===== src/rtl/serial_sub_ctrl_pkg.sv =====
// Shared definitions for the bit-serial subtractor controller.
//
// Contents:
//   state_e       - controller state encoding (2'd3 is unused and recovers to idle)
//   DefaultWidth  - default operand/result width
package serial_sub_ctrl_pkg;

  localparam int unsigned DefaultWidth = 8;

  typedef enum logic [1:0] {
    StIdle = 2'd0,
    StRun  = 2'd1,
    StDone = 2'd2
  } state_e;

endpackage


===== src/rtl/full_subtractor.sv =====
// 1-bit full subtractor: D = A - B - Bin, Bout set when the bit borrows.
//
// Ports:
//   A    - minuend bit
//   B    - subtrahend bit
//   Bin  - borrow in
//   D    - difference bit
//   Bout - borrow out
module full_subtractor (
  input  logic A,
  input  logic B,
  input  logic Bin,
  output logic D,
  output logic Bout
);

  assign D    = A ^ B ^ Bin;
  // Borrow when B exceeds A, or when the two are equal and a borrow comes in.
  assign Bout = (~A & B) | (~(A ^ B) & Bin);

endmodule


===== src/rtl/serial_sub_ctrl.sv =====
// Bit-serial WIDTH-bit subtractor controller.
//
// A single full_subtractor is stepped across the operands LSB first, one bit per
// clock, with the borrow held in a register between bits. Operands are latched on
// an accepted start; the result appears on diff/bout together with a one-cycle
// done pulse WIDTH cycles after acceptance.
//
// Ports:
//   clk   - rising-edge clock
//   rst   - synchronous reset, active high
//   start - operation request, only sampled while idle
//   a     - minuend, latched on accepted start
//   b     - subtrahend, latched on accepted start
//   bin   - borrow in, latched on accepted start
//   busy  - high while running or presenting the result
//   done  - one-cycle pulse, diff/bout newly valid
//   diff  - (a - b - bin) mod 2^WIDTH
//   bout  - borrow out of the MSB
module serial_sub_ctrl
  import serial_sub_ctrl_pkg::*;
#(
  parameter int unsigned WIDTH = DefaultWidth
) (
  input  logic             clk,
  input  logic             rst,
  input  logic             start,
  input  logic [WIDTH-1:0] a,
  input  logic [WIDTH-1:0] b,
  input  logic             bin,
  output logic             busy,
  output logic             done,
  output logic [WIDTH-1:0] diff,
  output logic             bout
);

  localparam int unsigned CNT_W = $clog2(WIDTH);
  localparam logic [CNT_W-1:0] LastBit = CNT_W'(WIDTH - 1);

  state_e state_q, state_d;

  logic [WIDTH-1:0] a_sh_q, a_sh_d;
  logic [WIDTH-1:0] b_sh_q, b_sh_d;
  logic [WIDTH-1:0] res_sh_q, res_sh_d;
  logic             borrow_q, borrow_d;
  logic [CNT_W-1:0] cnt_q, cnt_d;
  logic [WIDTH-1:0] diff_q, diff_d;
  logic             bout_q, bout_d;
  logic             busy_q, busy_d;
  logic             done_q, done_d;

  logic fs_d;
  logic fs_bout;

  full_subtractor u_fs (
    .A    (a_sh_q[0]),
    .B    (b_sh_q[0]),
    .Bin  (borrow_q),
    .D    (fs_d),
    .Bout (fs_bout)
  );

  always_comb begin
    state_d  = state_q;
    a_sh_d   = a_sh_q;
    b_sh_d   = b_sh_q;
    res_sh_d = res_sh_q;
    borrow_d = borrow_q;
    cnt_d    = cnt_q;
    diff_d   = diff_q;
    bout_d   = bout_q;

    case (state_q)
      StIdle: begin
        if (start) begin
          a_sh_d   = a;
          b_sh_d   = b;
          res_sh_d = '0;
          borrow_d = bin;
          cnt_d    = '0;
          state_d  = StRun;
        end
      end

      StRun: begin
        // Result enters at the MSB so that after WIDTH shifts bit 0 sits at bit 0.
        res_sh_d = {fs_d, res_sh_q[WIDTH-1:1]};
        a_sh_d   = a_sh_q >> 1;
        b_sh_d   = b_sh_q >> 1;
        borrow_d = fs_bout;
        cnt_d    = cnt_q + CNT_W'(1);
        if (cnt_q == LastBit) begin
          // Outputs only update here, so partial results are never visible.
          diff_d  = res_sh_d;
          bout_d  = fs_bout;
          state_d = StDone;
        end
      end

      StDone: begin
        state_d = StIdle;
      end

      default: begin
        state_d = StIdle;
      end
    endcase

    // Flag outputs are registered from the next state to keep them glitch free.
    busy_d = (state_d == StRun) || (state_d == StDone);
    done_d = (state_d == StDone);
  end

  always_ff @(posedge clk) begin
    if (rst) begin
      state_q  <= StIdle;
      a_sh_q   <= '0;
      b_sh_q   <= '0;
      res_sh_q <= '0;
      borrow_q <= 1'b0;
      cnt_q    <= '0;
      diff_q   <= '0;
      bout_q   <= 1'b0;
      busy_q   <= 1'b0;
      done_q   <= 1'b0;
    end else begin
      state_q  <= state_d;
      a_sh_q   <= a_sh_d;
      b_sh_q   <= b_sh_d;
      res_sh_q <= res_sh_d;
      borrow_q <= borrow_d;
      cnt_q    <= cnt_d;
      diff_q   <= diff_d;
      bout_q   <= bout_d;
      busy_q   <= busy_d;
      done_q   <= done_d;
    end
  end

  assign busy = busy_q;
  assign done = done_q;
  assign diff = diff_q;
  assign bout = bout_q;

endmodule


===== config.mk =====
export PLATFORM = sky130hd
export DESIGN_NAME = serial_sub_ctrl
export DESIGN_NICKNAME = d
export VERILOG_FILES = /design/src/rtl/serial_sub_ctrl_pkg.sv /design/src/rtl/full_subtractor.sv /design/src/rtl/serial_sub_ctrl.sv
export SDC_FILE = /design/constraint.sdc
export NUM_CORES = 1
export LEC_CHECK = 0
export ABC_AREA = 1
export CORE_MARGIN = 5
export CORE_UTILIZATION = 46
export DETAILED_ROUTE_END_ITERATION = 8
export GPL_ROUTABILITY_DRIVEN = 0
export PLACE_DENSITY = 0.83
export SLEW_MARGIN = 20
export SYNTH_ARGS = -nofsm -noshare
export SYNTH_HDL_FRONTEND = slang
export SYNTH_SLANG_ARGS = --single-unit

===== constraint.sdc =====
create_clock -name clk -period 1.2 [get_ports clk]
set_input_delay 0.18 -clock clk [delete_from_list [all_inputs] [get_ports clk]]
set_output_delay 0.18 -clock clk [all_outputs]
set_load 0.02 [all_outputs]

==> results.py, run 1 <==
metrics = {
    "global_routing": {
        "overflow": 0,
        "gr-usage-all-layers_pct": 14.8,
        "grt_max_degree": 42,
        "grt_pass1_wl_mm": 6.15,
        "antenna_found_initial": 0,
        "grt_pass1_vias": 1518,
    },
    "clock_tree": {
        "clockBufferDepth": 2,
        "clk_pin_slew_ns": 0.07,
        "numClockSinks": 40,
        "cts_root_buf": "clkbuf_8",
        "hold_buffers": 0,
        "cts_made_buffers": 5,
        "cts_tree": "built",
        "htreeDepth": 2,
        "clk_latency_ns": 0.29,
    },
    "run_status": {
        "violations": "negative setup slack",
        "status": "finished, violations left",
    },
    "finish": {
        "areaGrowthSynthToFinish_pct": 32.8,
        "layout-drive-gt1-share_pct": 16.9,
        "final_cell_mix": "nand2_1 (81), nor2_1 (36), dfxtp_1 (34), inv_1 (19), clkdlybuf4s50_1 (19)",
        "post-route-util_pct": 62.9,
        "final_common_cell": "nand2_1",
        "finalNonFillerCells": 332,
        "num_antenna_cells": 0,
        "nNetsFinal": 308,
    },
    "timing": {
        "post-route-min-period_ns": 1.22,
        "slew_viol_final": 0,
        "fin_ws_ns": -0.0177,
        "tns_ns": -0.0177,
        "final-hold-violation-count": 0,
        "fmax_mhz": 821,
        "fin_skew_ns": 0.00594,
        "worstMarginPinSlew_ns": 0.316,
        "min_period_over_period_pct": 101,
        "rsz0062_at_grt": "yes",
        "setup_viol": 1,
        "hold_slack_ns": 0.458,
        "slew_headroom_pct": 78.9,
    },
    "detailed_routing": {
        "wl_per_cell_um": 10.8,
        "drt_wl_total_mm": 3.58,
        "antenna_left": 0,
        "num_vias": 1562,
        "drt_iter0_markers": 75,
        "firstDrtPassIters": 4,
        "drc_errors": 0,
        "viasPerCell": 4.70,
    },
    "yosys": {
        "synth_seq_cells": 40,
        "ys.flop_type": "dfxtp_1",
        "synth_cells": 247,
        "synth.distinct_cells": 19,
        "synthesis.area_um2": 1720,
        "syn_nets": 271,
        "yosys_warnings": 0,
        "synth_edf_count": 0,
        "async_reset_ff_share_pct": 0,
        "yosysSeqAreaShare_pct": 46.5,
        "syn_avg_cell_area_um2": 6.97,
    },
    "worst_setup_path": {
        "slowest_delay_ns": 0.34,
        "arrival_ns": 1.39,
        "crit_chain": "ha_4 -> ha_4 -> o21ai_2 -> inv_2 -> ha_4 -> nor2_2",
        "r2r_slack_ns": -0.02,
        "r2r-start": "cnt_q[1]$_SDFFE_PP0P_",
        "slowest_stage": "dfxtp_2",
        "worstPathRequired_ns": 1.38,
        "r2r-end": "busy$_SDFF_PP0_",
        "cp_max_fo": 2,
        "reg2reg_depth": 6,
        "worst_setup_path_start_kind": "register",
        "crit_type": "reg -> reg",
        "end_kind": "register",
        "worst_path_most_repeated_cell": "ha_4",
    },
    "floorplan": {
        "core_um2": 3630,
        "die-area_um2": 5070,
        "rows": 22,
        "start_util_pct": 47.4,
        "ios": 31,
        "fp.dieW_um": 71.2,
        "fp.dieH_um": 71.2,
    },
    "power": {
        "power_density_nw_per_um2": 1170,
        "seqPwrFrac_pct": 52.9,
        "p_switching_uw": 684,
        "p_comb_share_pct": 16.6,
        "switching_share_pct": 25.5,
        "p_leak_nw": 1.09,
        "peakVddDrop_mv": 0.700,
        "p_clk_share_pct": 30.5,
        "power.internal_mw": 2.00,
    },
    "min_path": {
        "holdPathEnd": "b_sh_q[7]$_SDFFE_PP0P_",
        "hold-path-cell-count": 3,
        "hold_start": "b[7]",
        "holdCritPathClass": "in -> reg",
    },
    "placement": {
        "port_buffers": 30,
        "dp_cells": 321,
        "dp_hpwl_mm": 2.40,
    },
    "flow_run": {
        "maxCapViolCount": 0,
    },
}
-- worst max-delay path, delay by kind of cell (launching register included) --
kind,cells,cell delay (ns)
adders and majority gates,3,0.56
DFF,1,0.34
AOI/OAI and AO/OA,1,0.12
buffers and inverters,1,0.06
and+or+nand+nor,1,0.03
-- cells in the mapped netlist, types with 2 or more instances --
master	number	area, um^2
o21ai_1	7	35.0
nor2_1	38	143
nand3_1	9	45.0
buf_6	2	22.5
o21ai_0	7	35.0
ha_1	3	37.5
inv_2	4	15.0
inv_1	22	82.6
dfxtp_1	40	801
nand2_1	87	327
a21oi_1	12	60.1
o21ai_2	2	17.5
buf_2	8	40.0
-- power groups by stage --
stage          clock [mW]  combinational (mW)  sequential [mW]
2_1_floorplan           0               0.265             1.44
3_3_place_gp            0               0.395             1.44
3_5_place_dp            0               0.402             1.44
4_1_cts             0.843               0.414             1.42
5_1_grt             0.898               0.506             1.42
6_report            0.818               0.445             1.42
-- cell families (layout without fill, tap and decap cells) --
logic type	after synthesis	in the layout	synth area share, %
flops	40	40	46.5
simple gates	137	137	31.8
fa+ha+maj	4	4	3.34
buf+inv	38	75	9.81
compound gates	28	28	8.58
-- routing by layer --
metal  up-vias  global-route usage (%)  share of wire [%]
li1        821                       -                  -
met2        26                    27.8                 52
met1       709                    15.4                 43
met3         6                    4.69                4.2
met5         -                       0                  0
met4         0                    5.01                1.1
-- flip-flops by register name, summed over array words and instances (netlist names), 2 cells and up --
| name | cells |
|---|---|
| b_sh_q | 8 |
| diff | 8 |
| res_sh_q | 7 |
| cnt_q | 3 |
| state_q | 2 |
| a_sh_q | 8 |
-- repair_timing --
item,4_1_cts,5_1_grt
pin swaps,5,3
gates resized for setup,18,21
buffers inserted,1,3
cloned,0,0
setup endpoints to repair,24,27
-- metrics by stage --
| step | instance area [um^2] | setup slack, ns | power [mW] |
|---|---|---|---|
| after floorplan | 1730 | -0.0605 | 1.71 |
| after global placement | 2100 | -0.126 | 1.84 |
| after detailed placement | 2100 | -0.170 | 1.85 |
| after CTS | 2210 | -0.00769 | 2.67 |
| after global routing | 2290 | -0.0765 | 2.83 |
| final | 2290 | -0.0177 | 2.68 |
-- final cells by class --
cell class / instances / area, um^2
fillers: 309 / 1350
multi-input cells: 169 / 822
flip-flops and latches: 40 / 808
repair buffers: 42 / 409
inverters: 26 / 110
clock buffers: 6 / 72.6
well taps: 48 / 60.1
clock inverters: 1 / 5.00
-- worst max path at each step --
| stage | from | end | slack, ns | cells after the start |
|---|---|---|---|---|
| floorplan | state_q[1]$_SDFF_PP0_ | busy$_SDFF_PP0_ | -0.06 | 8 |
| finish | cnt_q[1]$_SDFFE_PP0P_ | busy$_SDFF_PP0_ | -0.02 | 6 |
| global placement | start | busy$_SDFF_PP0_ | -0.13 | 6 |
| global route | cnt_q[1]$_SDFFE_PP0P_ | busy$_SDFF_PP0_ | -0.08 | 6 |
| detailed placement | start | borrow_q$_SDFFE_PP0P_ | -0.17 | 7 |
| CTS | cnt_q[1]$_SDFFE_PP0P_ | busy$_SDFF_PP0_ | -0.008 | 6 |
No activity file was read; power rests on OpenSTA's default activity.
==> run 2: changes to the inputs <==
CAP_MARGIN = 25   (was default)
==> results of run 2 <==
Same layout as run 1: the final DEF is identical, and so are final timing and power.
==> run 3: changes to the inputs <==
REMOVE_ABC_BUFFERS = 1   (was default)
==> results.py, run 3 (synthesized netlist as in run 1, its figures left out) <==
metrics = {
    "finish": {
        "post-route-util_pct": 63.4,
        "layout-drive-gt1-share_pct": 15.4,
        "final_cell_mix": "nand2_1 (86), nor2_1 (37), dfxtp_1 (35), inv_1 (19), clkdlybuf4s50_1 (19)",
        "final_common_cell": "nand2_1",
        "regArea_um2": 807,
        "nNetsFinal": 309,
        "final_area_um2": 2300,
        "fillCellCount": 321,
        "num_antenna_cells": 0,
        "multi_input_area_um2": 815,
        "areaGrowthSynthToFinish_pct": 33.9,
    },
    "run_status": {
        "status": "finished, violations left",
        "violations": "negative setup slack",
    },
    "power": {
        "p_leak_nw": 1.10,
        "seqPwrFrac_pct": 48.6,
        "power_density_nw_per_um2": 1270,
        "power.internal_mw": 2.20,
        "p_clk_share_pct": 37.0,
        "p_switching_uw": 724,
        "switching_share_pct": 24.7,
        "power.total_mw": 2.93,
        "p_comb_share_pct": 14.4,
        "peakVddDrop_mv": 0.762,
    },
    "detailed_routing": {
        "firstDrtPassIters": 5,
        "num_vias": 1523,
        "drt_iter0_markers": 134,
        "drc_errors": 0,
        "viasPerCell": 4.56,
        "drt_wl_total_mm": 3.50,
        "antenna_left": 0,
        "wl_per_cell_um": 10.5,
    },
    "worst_setup_path": {
        "worst_path_most_repeated_cell": "ha_4",
        "arrival_ns": 1.42,
        "critPathBufInv": 1,
        "crit_type": "reg -> reg",
        "end_kind": "register",
        "slowest_stage": "dfxtp_2",
        "worst_setup_path_start_kind": "register",
        "slowest_delay_ns": 0.34,
        "cp_max_fo": 2,
        "crit_family": "adder cells",
        "crit_chain": "ha_4 -> ha_4 -> o21ai_4 -> inv_2 -> ha_4 -> nor2_1",
        "worstPathRequired_ns": 1.39,
    },
    "floorplan": {
        "fp.dieH_um": 71.2,
        "fp.dieW_um": 71.2,
        "rows": 22,
        "start_util_pct": 47.4,
        "ios": 31,
        "die-area_um2": 5070,
        "core_um2": 3630,
    },
    "global_routing": {
        "met2_usage_pct": 21.8,
        "grt_pass1_vias": 1350,
        "grt_max_degree": 42,
        "grt_use_met1_pct": 18.9,
        "antenna_found_initial": 0,
        "gr-usage-all-layers_pct": 14.7,
        "overflow": 0,
        "use_met3_pct": 4.69,
        "grt_pass1_wl_mm": 5.89,
        "grt_busiest_layer": "met2",
    },
    "timing": {
        "fmax_mhz": 813,
        "post-route-min-period_ns": 1.23,
        "worstMarginPinSlew_ns": 0.216,
        "rsz0062_at_grt": "yes",
        "slew_headroom_pct": 85.6,
        "slew_viol_final": 0,
        "min_period_over_period_pct": 103,
        "final-hold-violation-count": 0,
        "fin_skew_ns": 0.00555,
        "setup_viol": 1,
        "fin_ws_ns": -0.0305,
    },
    "clock_tree": {
        "cts_tree": "built",
        "clk_pin_slew_ns": 0.08,
        "hold_buffers": 0,
        "cts_root_buf": "clkbuf_8",
        "clk_latency_ns": 0.29,
        "cts_made_buffers": 5,
        "clockBufferDepth": 2,
        "numClockSinks": 40,
        "htreeDepth": 2,
    },
    "placement": {
        "dp_hpwl_mm": 2.33,
        "pre_cts_ws_ns": -0.183,
        "place_area_um2": 2110,
        "port_buffers": 30,
    },
    "min_path": {
        "holdCritPathClass": "in -> reg",
    },
    "flow_run": {
        "maxCapViolCount": 0,
    },
}
## run 3: through the flow
step / TNS, ns / hold slack (ns) / instances
detailed placement: -4.57 / 0.455 / 324
CTS: -0.0137 / 0.446 / 332
global placement: -3.78 / 0.452 / 324
finish: -0.0305 / 0.445 / 334
global route: -0.418 / 0.453 / 334
floorplan: -7.52 / 0.247 / 235
## run 3: power by group through the flow
stage | combinational (mW) | sequential, mW | clock, mW
finish | 0.421 | 1.42 | 1.08
global route | 0.477 | 1.43 | 1.16
CTS | 0.410 | 1.42 | 1.11
detailed placement | 0.402 | 1.45 | 0
global placement | 0.396 | 1.44 | 0
floorplan | 0.231 | 1.44 | 0
## run 3: area by class of cell
cell class                      instances  area share (%)
Sequential cell                        40            35.0
Inverter                               26            4.67
Timing Repair Buffer                   43            17.5
Tap cell                               48            2.61
Clock inverter                          3            1.85
Multi-Input combinational cell        169            35.3
Clock buffer                            5            2.99
## run 3: tightest hold or removal path, stage by stage
cell	delay, ns
clkdlybuf4s50_1	0.39
nand2_1	0.06
a21oi_1	0.05
## run 3: final timing paths
kind,start,to,slack (ns),cells after the start
worst max-delay path,cnt_q[0]$_SDFFE_PP0P_,busy$_SDFF_PP0_,-0.03,6
worst min-delay path,a[7],a_sh_q[7]$_SDFFE_PP0P_,0.45,3
worst max register to register,cnt_q[0]$_SDFFE_PP0P_,busy$_SDFF_PP0_,-0.03,6
worst min register to register,diff[6]$_SDFFE_PP0P_,diff[6]$_SDFFE_PP0P_,0.47,2
## run 3: timing repair
item,4_1_cts,5_1_grt
gates resized for setup,23,14
setup endpoints to repair,31,28
pin swaps,2,3
buffers inserted,0,2
## run 3: metal layers
metal / vias to the layer above / part of all wire [%]
met5: - / 0
met3: 6 / 5.5
met2: 36 / 42
met4: 0 / 2.2
li1: 827 / -
met1: 654 / 50
